### src/rtl/freq_div_monitor.sv
// Receive-side monitor for a clk-synchronous divided clock: measures period and
// high time, reports each period, tracks lock against DIV/EXP_HIGH, flags faults.
module freq_div_monitor #(
   parameter int unsigned DIV        = 6,
   parameter int unsigned EXP_HIGH   = 3,
   parameter int unsigned LOCK_COUNT = 4,
   parameter int unsigned TIMEOUT    = 24,
   parameter int unsigned CNT_W      = 8
) (
   input  logic             clk,
   input  logic             rst,
   input  logic             freq_in,
   output logic [CNT_W-1:0] period_out,
   output logic [CNT_W-1:0] high_out,
   output logic             meas_valid,
   output logic             locked,
   output logic             err
);

   localparam int unsigned MATCH_W = 4;

   localparam logic [CNT_W-1:0]   DIV_C      = CNT_W'(DIV);
   localparam logic [CNT_W-1:0]   EXP_HIGH_C = CNT_W'(EXP_HIGH);
   localparam logic [CNT_W-1:0]   TIMEOUT_C  = CNT_W'(TIMEOUT);
   localparam logic [CNT_W-1:0]   CNT_MAX    = '1;
   localparam logic [MATCH_W-1:0] LOCK_C     = MATCH_W'(LOCK_COUNT);

   typedef enum logic {
      IDLE    = 1'b0,
      MEASURE = 1'b1
   } state_t;

   state_t             state, state_d;
   logic               q;
   logic [CNT_W-1:0]   cnt, cnt_d;
   logic [CNT_W-1:0]   high_len, high_len_d;
   logic [MATCH_W-1:0] match_cnt, match_cnt_d;
   logic [CNT_W-1:0]   period_d, high_d;
   logic               valid_d, locked_d, err_d;

   logic               rise_c, fall_c;
   logic [MATCH_W-1:0] match_inc_c;

   assign rise_c      = freq_in & ~q;
   assign fall_c      = ~freq_in & q;
   assign match_inc_c = (match_cnt == LOCK_C) ? match_cnt : match_cnt + MATCH_W'(1);

   // State and measurement registers
   always_ff @(posedge clk) begin
      if (rst) begin
         state      <= IDLE;
         q          <= 1'b1;
         cnt        <= '0;
         high_len   <= '0;
         match_cnt  <= '0;
         period_out <= '0;
         high_out   <= '0;
         meas_valid <= 1'b0;
         locked     <= 1'b0;
         err        <= 1'b0;
      end else begin
         state      <= state_d;
         q          <= freq_in;
         cnt        <= cnt_d;
         high_len   <= high_len_d;
         match_cnt  <= match_cnt_d;
         period_out <= period_d;
         high_out   <= high_d;
         meas_valid <= valid_d;
         locked     <= locked_d;
         err        <= err_d;
      end
   end

   // Next-state, counter and report logic
   always_comb begin
      state_d     = state;
      cnt_d       = (cnt == CNT_MAX) ? cnt : cnt + CNT_W'(1);
      high_len_d  = high_len;
      match_cnt_d = match_cnt;
      period_d    = period_out;
      high_d      = high_out;
      valid_d     = 1'b0;
      locked_d    = locked;
      err_d       = 1'b0;

      if (rise_c) cnt_d = CNT_W'(1);

      case (state)
         IDLE: begin
            if (rise_c) state_d = MEASURE;
         end
         MEASURE: begin
            if (fall_c) high_len_d = cnt;
            if (rise_c) begin
               period_d = cnt;
               high_d   = high_len;
               valid_d  = 1'b1;
               if (cnt == DIV_C && high_len == EXP_HIGH_C) begin
                  match_cnt_d = match_inc_c;
                  if (match_inc_c == LOCK_C) locked_d = 1'b1;
               end else begin
                  match_cnt_d = '0;
                  locked_d    = 1'b0;
                  err_d       = 1'b1;
               end
            end else if (cnt == TIMEOUT_C) begin
               // Stalled input: drop lock and wait for a fresh rise
               err_d       = 1'b1;
               locked_d    = 1'b0;
               match_cnt_d = '0;
               state_d     = IDLE;
            end
         end
         default: state_d = IDLE;
      endcase
   end

endmodule

### config.mk
export PLATFORM = sky130hd
export DESIGN_NAME = freq_div_monitor
export DESIGN_NICKNAME = d
export VERILOG_FILES = /design/src/rtl/freq_div_monitor.sv
export SDC_FILE = /design/constraint.sdc
export NUM_CORES = 1
export LEC_CHECK = 0
export ABC_AREA = 1
export CAP_MARGIN = 10
export CORE_MARGIN = 1.5
export CORE_UTILIZATION = 58
export CTS_CLUSTER_DIAMETER = 50
export DETAILED_ROUTE_END_ITERATION = 10
export PLACE_DENSITY = 0.86
export SETUP_SLACK_MARGIN = 0.3
export SLEW_MARGIN = 10
export SYNTH_ARGS = -nofsm -noshare
export SYNTH_HDL_FRONTEND = slang
export SYNTH_SLANG_ARGS = --single-unit
### constraint.sdc
create_clock -name clk -period 2.5 [get_ports clk]
set_input_delay 0.75 -clock clk [delete_from_list [all_inputs] [get_ports clk]]
set_output_delay 0.75 -clock clk [all_outputs]
set_load 0.02 [all_outputs]
==> out/summary.txt, run 1 <==
CTS root buffer = clkbuf_4
VDD IR-drop max = 0.379 mV
Most common cell after layout, fill and taps aside = nand2_1
Synth Area in Adders = 3.55%
IO Pins = 22
Total GRT Usage = 24.5%
Relative slew slack = 65.1%
1st-iter DRT viols = 95
Minimum clock period = 2070 ps
Post-synthesis instance area = 0.00176 sq mm
Global routing usage on met3 = 6.25%
Area added between synthesis and finish = 17.4%
Layout Skew = 19.2 ps
Die area = 0.00338 sq mm
Initial antenna violation count = 0
Syn avg cell area = 7.64 sq um
Post-Synth XOR/XNOR Area = 0.496%
Final setup margin = 435 ps
Max-slew violations = 0
Crit. End Element = primary output
Clk pwr share = 31.6%
GR met1 Demand/Resource = 32.4%
Synth Area in Compound Gates = 16.0%
Finished Layout Cells = 288
Dpl cells = 280
Clock Sink Count = 41
Clk slew on worst S/H paths = 120 ps
Depth of the CTS H-tree = 2
Die width = 58.2 microns
Post-CTS sizing = 0
Sw power = 266 uW
Pwr per Cell Area = 526 mW/mm^2
GR peak layer = met2
Status = finished, violations left
Worst endpoint required time = 1750 ps
Die height = 58.2 microns
Tcrit/Tclk final = 82.6%
Post-synthesis mux area share = 0%
Syn Nets = 239
Post-Synthesis Cells = 231
Switch share = 24.4%
Largest family of logic cells by synthesized area = simple AND/OR/NAND/NOR gates
Vias per cell = 5.50
Pre-CTS WS = 342 ps
Critical Path, Cell by Cell = clkdlybuf4s50_1
Register share of total power = 62.1%
Initial Util = 62.4%
Routed Antenna Nets = 0
Startpoint Class = flip-flop
Setup violators final = 0
Distinct cells, synth = 26
I/O Buffers = 21
DR vias = 1583
Row count = 19
F_max = 484 MHz
Routability cong. = 0.947
CTS tree = built
Setup TNS = 0 ps
Post-DP HPWL = 2.63 mm
Top cell type's share of synthesized area = 46.5%
GRT overflow = 0
Worst stage delay on the critical path = 610 ps
Post-synthesis sequential area ratio = 46.5%
Ys Warns = 0
CP Max Fanout = 2
Commonest non-fill, non-tap cells in the layout = nand2_1 (42), dfxtp_1 (41), a21oi_1 (31)
Part of the power in combinational logic = 6.3%
Postcts setup bufs = 0
CP max stage cell = clkdlybuf4s50_1
P_leak = 0.000765 uW
RSZ-0062 raised after global routing = no
Total power = 1090 uW
Synth top area cells = dfxtp_1 (47%), nand2_1 (8.9%), a21oi_1 (8.8%), nand3_1 (7.1%), inv_1 (4.3%)
HP Class = flip-flop to flip-flop
Least-Margin Pin Slew = 521 ps
Drc violations = 1
Routed WL = 3.68 mm
Largest delay share family, worst path = buffers and inverters
Layout cells sized above 1 = 10.1%
Buf/Inv on CP = 1
Vias in the first global route = 1479
Worst Path Arrival = 1320 ps
CTS Buffer Depth = 2
Core Footprint = 0.00283 sq mm
Nets@finish = 264
First-pass GRT wire length = 6.38 mm
DR WL/cell = 12.8 microns
Largest net degree at the start of global routing = 22
DR pass1 iterations = 8
Pint = 824 uW
Max-Cap Viols = 0
Post-synthesis simple-gate area fraction = 26.5%
Met2 Use GR = 37.7%
Hold_buf cts = 0
Failing checks = design-rule violations
Setup CP Type = flip-flop to primary output
Hold Fails Final Rpt = 0
Yosys reg bits = 41
Yosys top cell by area = dfxtp_1
Clock Latency Late Sink = 350 ps
Antenna cells = 0
Total CTS buffers = 5
## area by class of cell
cell class	instances	area [sq um]
well taps	31	38.8
repair buffers	25	240
clock inverters	2	13.8
flip-flops and latches	41	821
multi-input cells	160	820
inverters	23	86.3
fillers	231	758
clock buffers	6	51.3
## final timing paths
path,start,endpoint,slack [ps],cells past startpoint
max,period_out[4]$_SDFFE_PP0P_,period_out[4],430,1
min,high_out[4]$_SDFFE_PP0P_,high_out[4]$_SDFFE_PP0P_,470,2
min reg2reg,high_out[4]$_SDFFE_PP0P_,high_out[4]$_SDFFE_PP0P_,470,2
max reg2reg,cnt[1]$_SDFFE_PP0P_,cnt[0]$_SDFFE_PP0P_,880,6
## sequential cells by signal, summed over array words and instances, names as in the netlist, 4 cells and up
signal / count
high_out: 8
high_len: 8
cnt: 8
match_cnt: 4
period_out: 8
## power groups by stage
stage / Sequential [uW] / Clock, uW / Combinational [uW]
6_report: 676 / 345 / 68.3
5_1_grt: 678 / 381 / 76.7
4_1_cts: 676 / 349 / 67.8
3_5_place_dp: 691 / 0 / 66.9
3_3_place_gp: 690 / 0 / 65.0
2_1_floorplan: 688 / 0 / 45.7
## through the flow
step	util, %	cell area (sq um)	hold slack [ps]
after floorplan	-	1760	470
final	73.2	2070	468
after detailed placement	70.9	2010	455
after global routing	73.2	2070	495
after global placement	70.9	2010	449
after CTS	73.2	2070	473
## cell usage after synthesis
cell and number:
a31oi_1 2, nand3_1 25, clkbuf_1 2, nor3_1 2, nand4_1 4, nand2_1 42
nor3_2 1, dfxtp_1 41, xnor2_1 1, a21oi_4 1, nor2_2 2, nor2_1 19
inv_1 20, or2_2 1, o21ai_0 14, buf_4 2, ha_1 5, o21ai_2 1
buf_2 3, nor3b_1 1, nor3_4 1, a21oi_1 31, a221oi_1 1, nand2_2 4
o21ai_1 2, inv_2 3
## metal layers
metal	share of wire, %	wire [microns]	vias to the layer above
met3	5.9	216	9
met2	46	1710	45
met1	46	1680	714
met5	0	0	-
li1	-	-	815
met4	2.2	81	0
## cells by family (layout without fill, tap and decap cells)
kind of cell               count (synthesis)  count (layout)
buffers and inverters                     30              56
AOI/OAI and AO/OA                         52              52
adders and majority gates                  5               5
and+or+nand+nor                          102             102
xor gates and xnor gates                   1               1
DFF                                       41              41
## worst min-delay path, cell delays in order, from the launching register on
cell and delay [ps]:
dfxtp_1 330, nand2_1 60, a21oi_1 50
Power figures use the tool's default switching activity.
==> run 2, diff against run 1 <==
- CORE_UTILIZATION: 58 -> 54
- PLACE_DENSITY: 0.86 -> 0.81
- clock period: 2.5 -> 2.1 ns (I/O delays scaled with it)
==> run 2 against run 1 <==
  * The flow now finishes without violations
  * Power grew 31%
  * Worst hold slack worse by 1.6 ps
  * Register-to-register slack got worse by 370 ps
  * Non-clock buffer count rose by 2
  * Sequential cell count stayed put
  * Via count grew 1.5%
  * Count of clock-buffer cells in the layout is 1 higher
  * Sequential share of layout area fell by 0.75 points
  * Design area increased by 1.9%
  * First-iteration DRC count rose by 17%
  * Global-route usage down 1.6 points
  * Critical endpoint unchanged
  * Highest routed layer unchanged
==> out/summary.txt, run 2 (same netlist as run 1, synthesis figures left out) <==
Vias per cell = 5.30 (-3.6%)
Initial antenna violation count = 0 (unchanged)
Clock Latency Late Sink = 350 ps (about the same)
CTS tree = built
Layout Skew = 8.61 ps (-10.6 ps)
First-pass GRT wire length = 6.22 mm (-2.5%)
Routability cong. = 0.873 (-7.9%)
Relative slew slack = 77.2% (+12 points)
1st-iter DRT viols = 111 (+17%)
Crit Reg-Reg Startpoint = cnt[0]$_SDFFE_PP0P_
Fillers = 295 (+28%)
Minimum clock period = 1680 ps
WL met2 = 1.61 mm (-5.4%)
Max-slew violations = 0 (unchanged)
Largest delay share family, worst path = flip-flops
CP Max Fanout = 2 (unchanged)
Worst Path Arrival = 1050 ps (-270 ps)
Worst setup path startpoint = period_out[4]$_SDFFE_PP0P_
CP max stage cell = dfxtp_1
Wire length on met3 = 182 microns (-16%)
CTS root buffer = clkbuf_4
Commonest non-fill, non-tap cells in the layout = nand2_1 (42), dfxtp_1 (41), a21oi_1 (31)
GRT overflow = 0 (unchanged)
DR pass1 iterations = 4 (-4)
R2r worst-path depth = 10 (+4)
Critical Path, Cell by Cell = dlygate4sd2_1
Core Footprint = 0.00308 sq mm (+8.8%)
Highest routed layer = met4
Crit. End Element = primary output
Met1 Routed Length = 1.81 mm (+7.6%)
Routed WL = 3.67 mm (-0.43%)
Initial Util = 57.3% (-5.0 points)
Buf/Inv on CP = 1 (unchanged)
Max-Cap Viols = 0 (unchanged)
Total CTS buffers = 5 (unchanged)
Postcts setup bufs = 0 (unchanged)
Antenna cells = 0 (unchanged)
Total GRT Usage = 22.9% (-1.6 points)
Hold Crit Start = high_out[2]$_SDFFE_PP0P_
VDD IR-drop max = 0.601 mV (+58%)
Clock Sink Count = 41 (unchanged)
IO Pins = 22 (unchanged)
Tcrit/Tclk final = 79.9%
Startpoint Class = flip-flop
Row count = 20 (+1)
Nets@finish = 266 (+0.76%)
HP Class = flip-flop to flip-flop
Least-Margin Pin Slew = 341 ps (-180 ps)
DR WL/cell = 12.1 microns (-5.4%)
Status = finished clean
Layout cells sized above 1 = 10.4% (+0.31 points)
P_leak = 0.000878 uW (+15%)
Most common cell after layout, fill and taps aside = nand2_1
DR vias = 1606 (+1.5%)
Setup TNS = 0 ps (unchanged)
Setup CP Type = flip-flop to primary output
Largest net degree at the start of global routing = 21 (-4.5%)
Die width = 60.2 microns (+3.4%)
Vias in the first global route = 1382 (-6.6%)
Worst stage delay on the critical path = 360 ps (-250 ps)
Levels on crit path = 1 (unchanged)
Hold Fails Final Rpt = 0 (unchanged)
RSZ-0062 raised after global routing = no
Depth of the CTS H-tree = 2 (unchanged)
Reg2Reg Setup Slack = 510 ps (-370 ps)
F_max = 596 MHz
Clk slew on worst S/H paths = 120 ps (about the same)
Worst endpoint required time = 1470 ps (-280 ps)
Routed Antenna Nets = 0 (unchanged)
Worst Hold Path Cells = 2 (unchanged)
Pwr per Cell Area = 674 mW/mm^2 (+28%)
Post-DP HPWL = 2.65 mm (+0.84%)
Setup violators final = 0 (unchanged)
Die area = 0.00362 sq mm (+7.0%)
Area added between synthesis and finish = 19.6%
Die height = 60.2 microns (+3.4%)
Drc violations = 0 (-1)
I/O Buffers = 21 (unchanged)
Core Util, Final = 68.6% (-4.6 points)
CTS Buffer Depth = 2 (unchanged)
## run 2: layout make-up
cell class,count,area (sq um),area share [%]
Clock buffer,7,55.1,2.61
Multi-Input combinational cell,160,820,38.8
Clock inverter,1,30.0,1.42
Sequential cell,41,821,38.9
Tap cell,44,55.1,2.61
Timing Repair Buffer,27,244,11.6
Inverter,23,86.3,4.09
## run 2: power breakdown
group	total (uW)	internal (uW)	leakage, uW	switching, uW
Sequential	807	791	0.000332	16.4
Combinational	80.7	28.9	0.000500	51.8
Clock	535	284	0.0000455	250
## run 2: worst paths after layout
kind	end
worst min register to register	high_out[2]$_SDFFE_PP0P_
worst min-delay path	high_out[2]$_SDFFE_PP0P_
worst max register to register	match_cnt[2]$_SDFFE_PP0P_
worst max-delay path	period_out[4]
## run 2: layer usage
layer | track usage, % | vias to the layer above
li1 | - | 825
met1 | 31.3 | 727
met2 | 35.1 | 45
met3 | 4.55 | 9
met4 | 9.52 | 0
met5 | 0 | -
## run 2: stage by stage
step | setup WS, ps | power (uW) | cell area (sq um) | cells | hold slack [ps]
5_1_grt | 355 | 1480 | 2110 | 303 | 481
3_3_place_gp | 167 | 903 | 2050 | 295 | 451
6_report | 422 | 1420 | 2110 | 303 | 466
3_5_place_dp | 137 | 904 | 2050 | 295 | 456
2_1_floorplan | 735 | 874 | 1760 | 231 | 470
4_1_cts | 401 | 1430 | 2110 | 303 | 469
## run 2: worst register-to-register path, cell delays in order, from the launching register on
cell,delay (ps)
dfxtp_1,480
inv_1,150
ha_1,220
nand2_1,90
nor2_2,40
nand2_2,100
nand2_1,90
nand2_1,130
nand2_1,60
o21ai_1,80
nor2_1,60
## run 2: what timing repair did
item | in CTS | in global routing
resized for setup | 19 | 0
setup endpoints to repair | 19 | 0
endpoints found under the hold margin | 0 | 0
hold buffers | 0 | 0
==> run 3, diff against run 2 <==
- CORE_UTILIZATION: 54 -> 49
- PLACE_DENSITY: 0.81 -> 0.78
- clock period: 2.1 -> 1.5 ns (I/O delays scaled with it)
==> run 3 against run 2 <==
  * Global-route usage increased by 1.3 points
  * Routed wire length increased by 28%
  * Sequential share of layout area decreased by 4.3 points
  * Worst hold slack got worse by 62 ps
  * Highest routed layer unchanged
==> out/summary.txt, run 3 (same netlist as run 1, synthesis figures left out) <==
Startpoint Class = flip-flop
Depth of the CTS H-tree = 2 (unchanged)
CTS tree = built
Commonest non-fill, non-tap cells in the layout = nand2_1 (37), a21oi_1 (30), nand3_1 (24), dfxtp_2 (24), buf_4 (24)
Placed inst area = 0.00211 sq mm (+3.2%)
HP Class = primary input to flip-flop
Hold Crit Start = freq_in
CTS Buffer Depth = 2 (unchanged)
Part of the power in combinational logic = 9.0% (+3.3 points)
VDD IR-drop max = 0.614 mV (+2.3%)
Pwr per Cell Area = 817 mW/mm^2 (+21%)
Final instance area = 0.00250 sq mm (+19%)
Status = finished clean
Reg2Reg Setup Slack = 100 ps (-410 ps)
Crit. End Element = flip-flop
Setup violators final = 0 (unchanged)
Hold_buf cts = 0 (unchanged)
CP dominant cell by count = nand2_2
Least-Margin Pin Slew = 328 ps (-13.0 ps)
DR vias = 1773 (+10%)
Pint = 1540 uW (+39%)
RSZ-0062 raised after global routing = yes
Drc violations = 0 (unchanged)
DR pass1 iterations = 4 (unchanged)
Largest net degree at the start of global routing = 21 (unchanged)
Setup CP Type = flip-flop to flip-flop
Dpl cells = 303 (+2.7%)
CP max stage cell = dfxtp_4
Max-Cap Viols = 0 (unchanged)
Finished Layout Cells = 327 (+7.9%)
Worst Path Arrival = 1700 ps (+650 ps)
Max-slew violations = 0 (unchanged)
Minimum clock period = 1400 ps
Worst endpoint required time = 1800 ps (+330 ps)
Post-DP HPWL = 2.77 mm (+4.4%)
Die width = 63.0 microns (+4.7%)
Register share of total power = 55.0% (-1.7 points)
R2r worst-path depth = 9 (-1)
Initial antenna violation count = 0 (unchanged)
1st-iter DRT viols = 98 (-12%)
Row count = 21 (+5.0%)
Clk pwr share = 36.0% (-1.6 points)
Area of the multi-input gates = 920 sq um (+12%)
Largest delay share family, worst path = flip-flops
Fillers = 250 (-15%)
Core Footprint = 0.00339 sq mm (+10%)
Clock Sink Count = 41 (unchanged)
Worst Hold Path Cells = 3 (+1)
Hold Fails Final Rpt = 0 (unchanged)
Routability cong. = 0.892 (+2.2%)
Total GRT Usage = 24.2% (+1.3 points)
RR Endpoint = err$_SDFF_PP0_
F_max = 716 MHz
Antenna cells = 0 (unchanged)
Crit Reg-Reg Startpoint = cnt[0]$_SDFFE_PP0P_
FF+latch area = 866 sq um (+5.5%)
Layout cells sized above 1 = 42.7% (+32 points)
I/O Buffers = 21 (unchanged)
Area added between synthesis and finish = 41.9%
Buf/Inv on CP = 2 (+1)
Tcrit/Tclk final = 93.1%
Initial Util = 52.0% (-5.3 points)
CP Max Fanout = 5 (+3)
Total CTS buffers = 5 (unchanged)
P_leak = 0.00102 uW (+16%)
Layout Skew = 10.4 ps (+1.75 ps)
Die area = 0.00397 sq mm (+9.7%)
IO Pins = 22 (unchanged)
Clk slew on worst S/H paths = 120 ps (about the same)
GRT overflow = 0 (unchanged)
Clock Latency Late Sink = 360 ps (about the same)
Relative slew slack = 78.1% (+0.82 points)
Routed WL = 4.71 mm (+28%)
Worst stage delay on the critical path = 390 ps (+30 ps)
Vias per cell = 5.42 (+2.3%)
Die height = 63.0 microns (+4.7%)
Sw power = 509 uW (+60%)
Switch share = 24.9% (+2.5 points)
Setup TNS = 0 ps (unchanged)
DR WL/cell = 14.4 microns (+19%)
Critical Path, Cell by Cell = inv_4 > ha_4 > nand2_2 > nor2_2 > nand2_2 > a21oi_4 > o21ai_2 > buf_4 > nor2_1
First-pass GRT wire length = 7.56 mm (+22%)
Core Util, Final = 73.9% (+5.3 points)
Vias in the first global route = 1658 (+20%)
Most common cell after layout, fill and taps aside = nand2_1
CTS root buffer = clkbuf_4
End point of the worst hold path = q$_SDFF_PP1_
Nets@finish = 288 (+8.3%)
Routed Antenna Nets = 0 (unchanged)
==> run 3: cell types whose count changed in the layout (fill, tap and decap cells not counted), moves of 5 or more <==
cell	previous run	this run
dfxtp_2	0	24
buf_6	0	20
nor2_1	19	14
dfxtp_1	41	13
nand2_1	42	37
dlygate4sd2_1	19	0
buf_4	5	24
inv_1	20	15
==> run 3: repair_timing <==
action                                  in CTS  in global routing
buffers inserted                             6                  9
endpoints found under the setup margin      56                 38
pin swaps                                    8                 12
cloned                                       0                  1
gates resized for setup                    143                 36
==> run 3: worst min-delay path: cells and delay by family <==
kind	cells	cell delay, ps
and+or+nand+nor	1	90
buffers and inverters	2	200
==> run 3: metrics by stage <==
stage,setup WS (ps),total power (uW),hold WS [ps]
floorplan,241,1230,470
global placement,-206,1270,447
detailed placement,-238,1280,453
CTS,144,2020,476
global route,57.2,2130,416
finish,103,2050,404
==> run 3: layer usage <==
| layer | track usage, % | part of all wire (%) | up-vias |
|---|---|---|---|
| li1 | - | - | 868 |
| met5 | 0 | 0 | - |
| met2 | 41.9 | 48 | 65 |
| met3 | 6.13 | 5.2 | 17 |
| met4 | 5.83 | 3.5 | 0 |
| met1 | 30.0 | 43 | 823 |
==> run 3: power by group through the flow <==
| stage | Sequential (uW) | Combinational (uW) | Clock [uW] |
|---|---|---|---|
| after CTS | 1130 | 152 | 743 |
| after detailed placement | 1150 | 126 | 0 |
| final | 1130 | 184 | 737 |
| after floorplan | 1150 | 76.5 | 0 |
| after global routing | 1130 | 202 | 800 |
| after global placement | 1150 | 122 | 0 |
==> run 3: area by class of cell <==
class	instances	area share [%]
Clock buffer	5	1.50
Multi-Input combinational cell	160	36.7
Timing Repair Buffer	49	19.4
Tap cell	46	2.30
Sequential cell	41	34.6
Inverter	23	3.65
Clock inverter	3	1.85
==> run 3: worst max path at each step <==
stage | start | endpoint | slack [ps] | cells after the start
global route | cnt[0]$_SDFFE_PP0P_ | err$_SDFF_PP0_ | 60 | 9
floorplan | cnt[0]$_SDFFE_PP0P_ | locked$_SDFFE_PP0P_ | 240 | 9
global placement | freq_in | locked$_SDFFE_PP0P_ | -210 | 7
finish | cnt[0]$_SDFFE_PP0P_ | err$_SDFF_PP0_ | 100 | 9
detailed placement | freq_in | match_cnt[3]$_SDFFE_PP0P_ | -240 | 7
CTS | cnt[0]$_SDFFE_PP0P_ | match_cnt[2]$_SDFFE_PP0P_ | 140 | 9
